===== src/rtl/serial_mem_responder.sv =====
// Bit-serial memory target: takes an LSB-first address (plus write data), then writes
// to or reads from a small local byte memory, with burst and bus back-pressure support.
module serial_mem_responder #(
  parameter int MemN      = 4,
  parameter int N         = 8,
  parameter int ADN       = 12,
  parameter int DelayN    = 2,
  parameter int BURST_LEN = 4
) (
  input  logic       clk,
  input  logic       reset,
  input  logic       validIn,
  input  logic       wren,
  input  logic       Address,
  input  logic       DataIn,
  input  logic       BurstEn,
  input  logic       BusAvailable,
  output logic       ready,
  output logic       validOut,
  output logic       hold,
  output logic       DataOut,
  output logic [3:0] state_out
);

  // Handshake: validIn qualifies one Address/DataIn bit per cycle and cannot be refused;
  // BusAvailable is the ready for read bits, a low cycle freezes the stream for one cycle.
  localparam int DEPTH = 1 << MemN;
  localparam int CW    = $clog2(((ADN > N) ? ADN : N) + 1);
  localparam int BW    = $clog2(BURST_LEN + 1);
  localparam int DW    = $clog2(DelayN + 2);

  typedef enum logic [3:0] {
    S_IDLE  = 4'd0,
    S_ADDR  = 4'd1,
    S_WDATA = 4'd2,
    S_RWAIT = 4'd3,
    S_RDATA = 4'd4
  } state_t;

  state_t          r_state;
  state_t          w_state_nxt;
  logic [MemN-1:0] r_addr;
  logic [MemN-1:0] w_addr_upd;
  logic [MemN-1:0] w_addr_inc;
  logic [N-1:0]    r_mem [DEPTH];
  logic [N-1:0]    r_shift;
  logic [N-1:0]    w_wbyte;
  logic [CW-1:0]   r_cnt;
  logic [BW-1:0]   r_beat;
  logic [DW-1:0]   r_delay;
  logic            r_wr;
  logic            r_burst;
  logic            r_ready;
  logic            r_valid;
  logic            r_hold;
  logic            r_dout;
  logic            w_ready_nxt;
  logic            w_valid_nxt;
  logic            w_hold_nxt;
  logic            w_dout_nxt;
  logic            w_last_addr;
  logic            w_last_bit;
  logic            w_more;

  assign w_last_addr = validIn && (r_cnt == CW'(ADN - 1));
  assign w_last_bit  = (r_cnt == CW'(N - 1));
  assign w_more      = r_burst && ((r_beat + BW'(1)) < BW'(BURST_LEN));
  assign w_addr_inc  = r_addr + MemN'(1);
  assign w_wbyte     = {DataIn, r_shift[N-1:1]};

  // Address bits at or above MemN are consumed but never stored.
  always_comb begin
    w_addr_upd = r_addr;
    for (int i = 0; i < MemN; i++) begin
      if (r_cnt == CW'(i)) w_addr_upd[i] = Address;
    end
  end

  always_ff @(posedge clk or negedge reset) begin
    if (!reset) r_state <= S_IDLE;
    else        r_state <= w_state_nxt;
  end

  always_comb begin
    w_state_nxt = r_state;
    case (r_state)
      S_IDLE:  if (validIn) w_state_nxt = S_ADDR;
      S_ADDR:  if (w_last_addr) begin
                 if (r_wr)             w_state_nxt = S_WDATA;
                 else if (DelayN == 0) w_state_nxt = S_RDATA;
                 else                  w_state_nxt = S_RWAIT;
               end
      S_WDATA: if (validIn && w_last_bit && !w_more) w_state_nxt = S_IDLE;
      S_RWAIT: if (r_delay <= DW'(1)) w_state_nxt = S_RDATA;
      S_RDATA: if (BusAvailable && w_last_bit && !w_more) w_state_nxt = S_IDLE;
      default: w_state_nxt = S_IDLE;
    endcase
  end

  // Next values of the registered outputs; ready trails the state by one cycle.
  always_comb begin
    w_ready_nxt = (r_state == S_IDLE);
    w_valid_nxt = (r_state == S_RDATA) && BusAvailable;
    w_hold_nxt  = (r_state == S_RDATA) && !BusAvailable;
    w_dout_nxt  = w_valid_nxt && r_shift[0];
  end

  always_ff @(posedge clk or negedge reset) begin
    if (!reset) begin
      for (int i = 0; i < DEPTH; i++) r_mem[i] <= '0;
      r_addr  <= '0;
      r_shift <= '0;
      r_cnt   <= '0;
      r_beat  <= '0;
      r_delay <= '0;
      r_wr    <= 1'b0;
      r_burst <= 1'b0;
      r_ready <= 1'b1;
      r_valid <= 1'b0;
      r_hold  <= 1'b0;
      r_dout  <= 1'b0;
    end else begin
      r_ready <= w_ready_nxt;
      r_valid <= w_valid_nxt;
      r_hold  <= w_hold_nxt;
      r_dout  <= w_dout_nxt;
      case (r_state)
        S_IDLE: if (validIn) begin
          r_addr  <= {{(MemN-1){1'b0}}, Address};
          r_wr    <= wren;
          r_burst <= BurstEn;
          r_cnt   <= CW'(1);
          r_beat  <= '0;
        end
        S_ADDR: if (validIn) begin
          r_addr <= w_addr_upd;
          if (w_last_addr) begin
            r_cnt   <= '0;
            r_delay <= DW'(DelayN);
            if (!r_wr && DelayN == 0) r_shift <= r_mem[w_addr_upd];
          end else begin
            r_cnt <= r_cnt + CW'(1);
          end
        end
        S_WDATA: if (validIn) begin
          if (w_last_bit) begin
            r_mem[r_addr] <= w_wbyte;
            r_cnt         <= '0;
            r_beat        <= r_beat + BW'(1);
            r_shift       <= '0;
            if (w_more) r_addr <= w_addr_inc;
          end else begin
            r_shift <= w_wbyte;
            r_cnt   <= r_cnt + CW'(1);
          end
        end
        S_RWAIT: begin
          if (r_delay <= DW'(1)) begin
            r_delay <= '0;
            r_shift <= r_mem[r_addr];
          end else begin
            r_delay <= r_delay - DW'(1);
          end
        end
        S_RDATA: if (BusAvailable) begin
          if (w_last_bit) begin
            r_cnt  <= '0;
            r_beat <= r_beat + BW'(1);
            if (w_more) begin
              r_addr  <= w_addr_inc;
              r_shift <= r_mem[w_addr_inc];
            end
          end else begin
            r_shift <= r_shift >> 1;
            r_cnt   <= r_cnt + CW'(1);
          end
        end
        default: ;
      endcase
    end
  end

  assign ready     = r_ready;
  assign validOut  = r_valid;
  assign hold      = r_hold;
  assign DataOut   = r_dout;
  assign state_out = r_state;

endmodule

===== config.mk =====
export PLATFORM = sky130hd
export DESIGN_NAME = serial_mem_responder
export DESIGN_NICKNAME = d
export VERILOG_FILES = /design/src/rtl/serial_mem_responder.sv
export SDC_FILE = /design/constraint.sdc
export NUM_CORES = 1
export LEC_CHECK = 0
export CAP_MARGIN = 20
export CORE_MARGIN = 5
export CORE_UTILIZATION = 28
export CTS_CLUSTER_SIZE = 30
export DETAILED_ROUTE_END_ITERATION = 7
export SYNTH_ARGS = -nofsm -noshare
export SYNTH_HDL_FRONTEND = slang
export SYNTH_SLANG_ARGS = --single-unit

===== constraint.sdc =====
create_clock -name clk -period 2.7 [get_ports clk]
set_input_delay 0.27 -clock clk [delete_from_list [all_inputs] [get_ports clk]]
set_output_delay 0.27 -clock clk [all_outputs]
set_load 0.05 [all_outputs]

==> impl_results.md, run 1 <==
* Total track usage at 12.3%
* I/O pin count at 16
* Final hold violations at 0
* RSZ-0062 raised after global routing: false
* Peak Freq at approximately 430 MHz
* Critical path startpoint category: flip-flop
* Die W at around 190 µm
* Die Span Y at 187 µm
* DIE AREA at ~35,000 µm²
* Layout cells sized above 1 at 36.6%
* Post-synth cell types at 57
* Reg2reg end: r_shift[4]
* Worst Skew at 0.0125 ns
* DRT Pass-1 Iters at 5
* GR Overflow Total at 0
* Global-route wire length before repair at 34,100 µm
* Slew headroom at 52.4%
* Syn Inst Count at 657
* Total CTS buffers at 17
* Most common cell after layout, fill and taps aside: dfrtp_1
* Worst-Skew Late Latency at 0.43 ns
* Combinational power share at 36.5%
* Outcome: finished clean
* Reg-to-reg critical path startpoint: r_addr[0]
* Initial antenna violation count at 0
* Crit path DAT at 2.08 ns
* Sequential area share after synthesis at 45.1%
* Cells after DPL at 1,036
* Clk sinks at 158
* DP Worst Slack at approximately 0.35 ns
* Final Max Slew Viols at 0
* Final net count at between 600 and 700
* Largest net degree at the start of global routing at 68
* Post-Syn Area per Cell at 13.3 µm²
* Reg area at 3960 µm²
* Critical path class: flip-flop to output port
* EDFF count, synth at 0
* Hold WS at 0.333 ns
* DRC violation total after the first TritonRoute iteration at 353
* Clock Tree Buf Depth at 2
* Starting Density at between 20 and 30%
* #FFs+latches synth at 158
* Ant diodes at 0
* Internal power at 5410 µW
* LEAKAGE at ~0.0044 µW
* Total of max-cap violations at 0
* Critical Path RT at 2.43 ns
* Critical path endpoint category: output port
* Number of fill cells in the layout at 3,045
* Sequential fraction of design power at 36.4%
* Final worst-path setup slack at 0.354 ns
* Sw Share at 38.5%
* Core area at 30,700 µm²
* Vias in the first global route at roughly 5.8k
* Peak VDD IR at around 0.53 mV
* Vias at 5,516
* Final Non-Filler Cells at 1,069
* Critical-path maximum fanout at 12
* Clock-pin transition on the worst setup and hold timing paths at approximately 0.060 ns
* DRC Markers at 0
* Post-Syn Nets at 674
* Synth async-reset ratio at between 90% and 100%
* Sum Neg Setup Slack at 0 ns
* Power per Cell Area at 882 nW/µm²
* DP HPWL at 14,200 µm
* Synth Flop Type: dfrtp_1
* Final setup violation count at 0
* Drt wl/cell at ~20 µm
* Port Buffer Count at 14
* YS warnings at 0
* NetSw at around 3400 µW
* Routed WL at approximately 21,000 µm
* Final Cycle Share at 86.9%
* H-tree Lvls at 4
* Leading cell types in the layout, fill and taps excluded: dfrtp_1, mux2_2, mux2i_1, mux4_2, a22oi_1
* Gpl congestion at 0.831
* Netlist Area Pre-Place at 8760 µm²
* Post-DRT Antenna Nets at 0
* Min cycle time layout at ~2.3 ns
* TritonCTS clock tree: built
* Area grow syn2layout at 13.8%
* Root Buffer: clkbuf_16
* Vias per cell at about 5.2
* R2R Setup Slk at approximately 0.37 ns
* Num rows at 64
* Hold/Removal Path Class: primary input to asynchronous set/reset pin
* R2R cell count at 7
* Worst Max-Slew Pin Slew at 0.714 ns
* Clk network pwr share at 27.1%
* Footprint of the multi-input gates at around 4500 µm²
[worst max-delay path by stage]
stage	from	endpoint	slack [ns]	cells past startpoint
floorplan	r_addr[0]	r_shift[3]	0.08	11
global route	r_cnt[0]	r_mem[25]	0.22	6
detailed placement	validIn	r_mem[8]	0.35	6
CTS	state_out[0]	state_out[0]	0.34	2
finish	state_out[0]	state_out[0]	0.35	2
global placement	validIn	r_mem[9]	0.36	6
[synthesized netlist by cell type, types with 2 or more instances]
| cell | instances | area [µm²] |
|---|---|---|
| a211o_1 | 2 | 17.5 |
| nor2b_1 | 4 | 25.0 |
| nand2b_1 | 7 | 43.8 |
| xor2_1 | 2 | 17.5 |
| buf_2 | 17 | 85.1 |
| mux2_2 | 114 | 1280 |
| nor3_1 | 3 | 15.0 |
| inv_1 | 7 | 26.3 |
| nand3_1 | 11 | 55.1 |
| buf_1 | 11 | 41.3 |
| mux4_2 | 48 | 1080 |
| and2_1 | 7 | 43.8 |
| mux2_1 | 20 | 225 |
| mux2i_1 | 50 | 500 |
| nand4b_1 | 2 | 17.5 |
| ha_1 | 9 | 113 |
| nand3_4 | 4 | 70.1 |
| a21boi_0 | 2 | 15.0 |
| clkbuf_1 | 17 | 63.8 |
| nand2_1 | 22 | 82.6 |
| nand4_1 | 7 | 43.8 |
| nor2_1 | 17 | 63.8 |
| o22ai_1 | 10 | 62.6 |
| o21ai_0 | 10 | 50.1 |
| or3b_2 | 2 | 17.5 |
| nand2_2 | 12 | 75.1 |
| dfrtp_1 | 157 | 3930 |
| a21o_1 | 2 | 15.0 |
| buf_4 | 9 | 67.6 |
| nand3b_1 | 2 | 15.0 |
| a22oi_1 | 23 | 173 |
| a22o_1 | 3 | 26.3 |
| and3b_1 | 2 | 17.5 |
| a21oi_2 | 2 | 17.5 |
| a21oi_1 | 10 | 50.1 |
| o22a_1 | 9 | 78.8 |
[power groups by stage]
stage / sequential (µW) / clock [µW] / combinational, µW
after floorplan: 2910 / 0 / 2500
final: 3200 / 2380 / 3210
after global placement: 3250 / 0 / 3210
after CTS: 3200 / 2420 / 3240
after global routing: 3270 / 2520 / 3480
after detailed placement: 3250 / 0 / 3220
[worst max-delay path: stages (launching register included)]
cell and delay, ns:
dfrtp_1 0.61, buf_4 0.23, clkdlybuf4s50_1 0.80
[logic make-up after synthesis]
| kind of cell | Yosys count | synth area share [%] |
|---|---|---|
| compound gates | 80 | 6.64 |
| xor+xnor | 4 | 0.485 |
| fa+ha+maj | 9 | 1.28 |
| buf+inv | 61 | 3.24 |
| flops | 158 | 45.1 |
| mux | 232 | 35.3 |
| other cells | 1 | 0.0428 |
| simple gates | 112 | 7.92 |
[sequential cells by signal (all words and copies together) (netlist names)]
name and flops:
r_mem 128, r_shift 8, r_addr 4, r_cnt 4
r_beat 3, state_out 3, r_delay 2, DataOut 1
hold 1, r_burst 1, r_wr 1, ready 1
validOut 1
[layer usage]
metal / wire length [µm] / GRT usage (%) / vias up
li1: - / - / 2485
met1: 9690 / 16.4 / 2919
met2: 10400 / 20.3 / 90
met3: 792 / 2.78 / 22
met4: 344 / 3.44 / 0
met5: 0 / 0 / -
[timing repair]
item	4_1_cts	5_1_grt
hold buffers	1	0
endpoints found under the hold margin	38	0
setup buffers	0	0
gates resized for setup	0	0
[cell type report]
| type | count | share of cell area [%] |
|---|---|---|
| clock inverter | 12 | 1.23 |
| clock buffer | 20 | 4.58 |
| tap | 396 | 4.97 |
| timing repair buffer | 38 | 3.88 |
| inverter | 7 | 0.263 |
| multi-input combinational | 438 | 45.4 |
| sequential | 158 | 39.7 |
[through the flow]
stage / power, µW / util (%) / instance area [µm²]
2_1_floorplan: 5420 / - / 8770
3_3_place_gp: 6450 / 30.5 / 9380
3_5_place_dp: 6470 / 30.5 / 9380
4_1_cts: 8860 / 32.4 / 9970
5_1_grt: 9260 / 32.4 / 9970
6_report: 8790 / 32.4 / 9970
(Power assumes the default switching activity.)
==> run 2: changes to the inputs <==
- CORE_UTILIZATION: 28 -> 50
- PLACE_DENSITY: default -> 0.69
==> impl_results.md, run 2 (synthesis results as in run 1) <==
* DRC violation total after the first TritonRoute iteration at 600 (was 353)
* I/O pin count at 16 (unchanged)
* Root Buffer: clkbuf_16 (unchanged)
* Sum Neg Setup Slack at 0 ns (unchanged)
* Global-route wire length before repair at 35,600 µm (was 34,100 µm)
* Vias in the first global route at 6,141 (was 5,812)
* # Post-CTS Setup Buffers at 0 (unchanged)
* TritonCTS clock tree: built (unchanged)
* DIE AREA at 20,300 µm² (was 34,900 µm²)
* Vias at 5,705 (was 5,516)
* Regs by FF count: r_mem (128), r_shift (8) (unchanged)
* Final setup violation count at 0 (unchanged)
* Total of max-cap violations at 0 (unchanged)
* DP HPWL at 14,700 µm (was 14,200 µm)
* Most common cell after layout, fill and taps aside: dfrtp_1 (unchanged)
* Post-DRT Antenna Nets at 0 (unchanged)
* Leading cell types in the layout, fill and taps excluded: dfrtp_1, mux2_2, mux2i_1, mux4_2, a22oi_1 (unchanged)
* Peak Freq at 417 MHz (was 426 MHz)
* Critical path class: flip-flop to flip-flop (was flip-flop to output port)
* Max reg flops at 128 (unchanged)
* Resized cells post-CTS at 0 (unchanged)
* Critical path endpoint category: flip-flop (was output port)
* LEAKAGE at 0.00445 µW (was 0.00443 µW)
* Slowest cell delay on critical path at 0.66 ns (was 0.80 ns)
* Initial antenna violation count at 0 (unchanged)
* Gpl congestion at 0.921 (was 0.831)
* DRT Pass-1 Iters at 5 (unchanged)
* Clock-pin transition on the worst setup and hold timing paths at 0.06 ns (about the same)
* Hold WS at 0.441 ns (was 0.333 ns)
* Final hold violations at 0 (unchanged)
* Total CTS buffers at 17 (unchanged)
* Peak VDD IR at 0.651 mV (was 0.531 mV)
* Port Buffer Count at 14 (unchanged)
* Hold/Removal Path Class: primary input to asynchronous set/reset pin (unchanged)
* Layout cells sized above 1 at 36.3% (was 36.6%)
* Die Span Y at 142 µm (was 187 µm)
* Final Max Slew Viols at 0 (unchanged)
* Drt wl/cell at 24.3 µm (was 19.9 µm)
* Die W at 142 µm (was 187 µm)
* Area grow syn2layout at 11.9% (was 13.8%)
* Largest net degree at the start of global routing at 72 (was 68)
* Power per Cell Area at 930 nW/µm² (was 882 nW/µm²)
* Slowest CP cell: nor2b_1 (was clkdlybuf4s50_1)
* Starting Density at 50.8% (was 28.5%)
* Critical Path RT at 3.01 ns (was 2.43 ns)
* Final net count at 673 (was 677)
* RSZ-0062 raised after global routing: false (unchanged)
* Min cycle time layout at 2.40 ns (was 2.35 ns)
* DRC Markers at 0 (unchanged)
* Top reg by flops: r_mem (unchanged)
* Worst Max-Slew Pin Slew at 0.796 ns (was 0.714 ns)
* Worst Skew at 0.00712 ns (was 0.0125 ns)
* Slew headroom at 46.8% (was 52.4%)
* Vias per cell at 6.38 (was 5.16)
* Routed WL at 21,700 µm (was 21,200 µm)
* Critical-path maximum fanout at 8 (was 12)
* Outcome: finished clean (unchanged)
* Cell Chain, Critical Path: buf_4 -> nor2b_1 -> a22oi_1 -> a32oi_1 -> o311ai_0 -> o22a_1 (was buf_4 -> clkdlybuf4s50_1)
* Crit path DAT at 2.71 ns (was 2.08 ns)
* Final Cycle Share at 88.9% (was 86.9%)
* Number of fill cells in the layout at 1,327 (was 3,045)
* Clk sinks at 158 (unchanged)
* Ant diodes at 0 (unchanged)
* Delay-heaviest family, CP: compound AO/OA/AOI/OAI gates (was buffers and inverters)
* H-tree Lvls at 4 (unchanged)
* GR Overflow Total at 0 (unchanged)
* Num rows at 48 (was 64)
* Clock Tree Buf Depth at 2 (unchanged)
* CP bufs+invs at 1 (was 2)
* Critical path startpoint category: flip-flop (unchanged)
* Worst-Skew Late Latency at 0.43 ns (about the same)
* Total track usage at 23.0% (was 12.3%)
* Core area at 17,200 µm² (was 30,700 µm²)
run 2: cell count changes in the layout (fill, tap and decap cells not counted), sizes merged:
cell      delta
buf          -4
bufinv       +4
clkbuf       -1
clkinv       +3
clkinvlp     -1
inv          -5
run 2: report_power, final:
group          total (µW)  switching [µW]  internal (µW)  leakage [µW]
logic                3250            1840           1410       0.00198
registers            3200             575           2620       0.00215
clock network        2680             982           1690      0.000324
total                9120            3400           5730       0.00445
run 2: area by class of cell:
class | count | area [µm²] | area share [%]
Tap cell | 225 | 282 | 2.87
Clock inverter | 13 | 211 | 2.16
Clock buffer | 19 | 453 | 4.62
Multi-Input combinational cell | 438 | 4530 | 46.1
Inverter | 7 | 26.3 | 0.268
Sequential cell | 158 | 3960 | 40.3
Timing Repair Buffer | 34 | 357 | 3.63
run 2: worst paths after layout:
path	startpoint	endpoint	slack, ns	cells past startpoint
min in group clk	BurstEn	r_burst	0.47	2
max reg2reg	r_addr[0]	r_shift[3]	0.30	6
max in group asynchronous	reset	r_mem[94]	1.52	3
min reg2reg	r_delay[0]	r_delay[0]	0.50	1
max	r_addr[0]	r_shift[3]	0.30	6
min	reset	r_beat[0]	0.44	2
run 2: layer usage:
layer / vias up / wire length, µm / track usage [%] / share of wire, %
met1: 2996 / 9250 / 30.8 / 43
met3: 43 / 966 / 4.47 / 4.4
li1: 2480 / - / - / -
met5: - / 0 / 0 / 0
met2: 186 / 10800 / 37.5 / 50
met4: 0 / 681 / 8.70 / 3.1
run 2: timing repair:
action,CTS,global route
endpoints found under the setup margin,0,0
hold buffers,1,0
hold endpoints to repair,69,0
run 2: metrics by stage:
stage                     util [%]  instance area (µm²)  instances  setup slack (ns)  power, µW
after floorplan                  -                 8770        657            0.0824       5420
after global placement        53.0                 9140        861             0.382       6350
after detailed placement      53.0                 9140        861             0.288       6440
after CTS                     56.9                 9810        894             0.314       9140
after global routing          56.9                 9810        894             0.206       9560
final                         56.9                 9810        894             0.299       9120
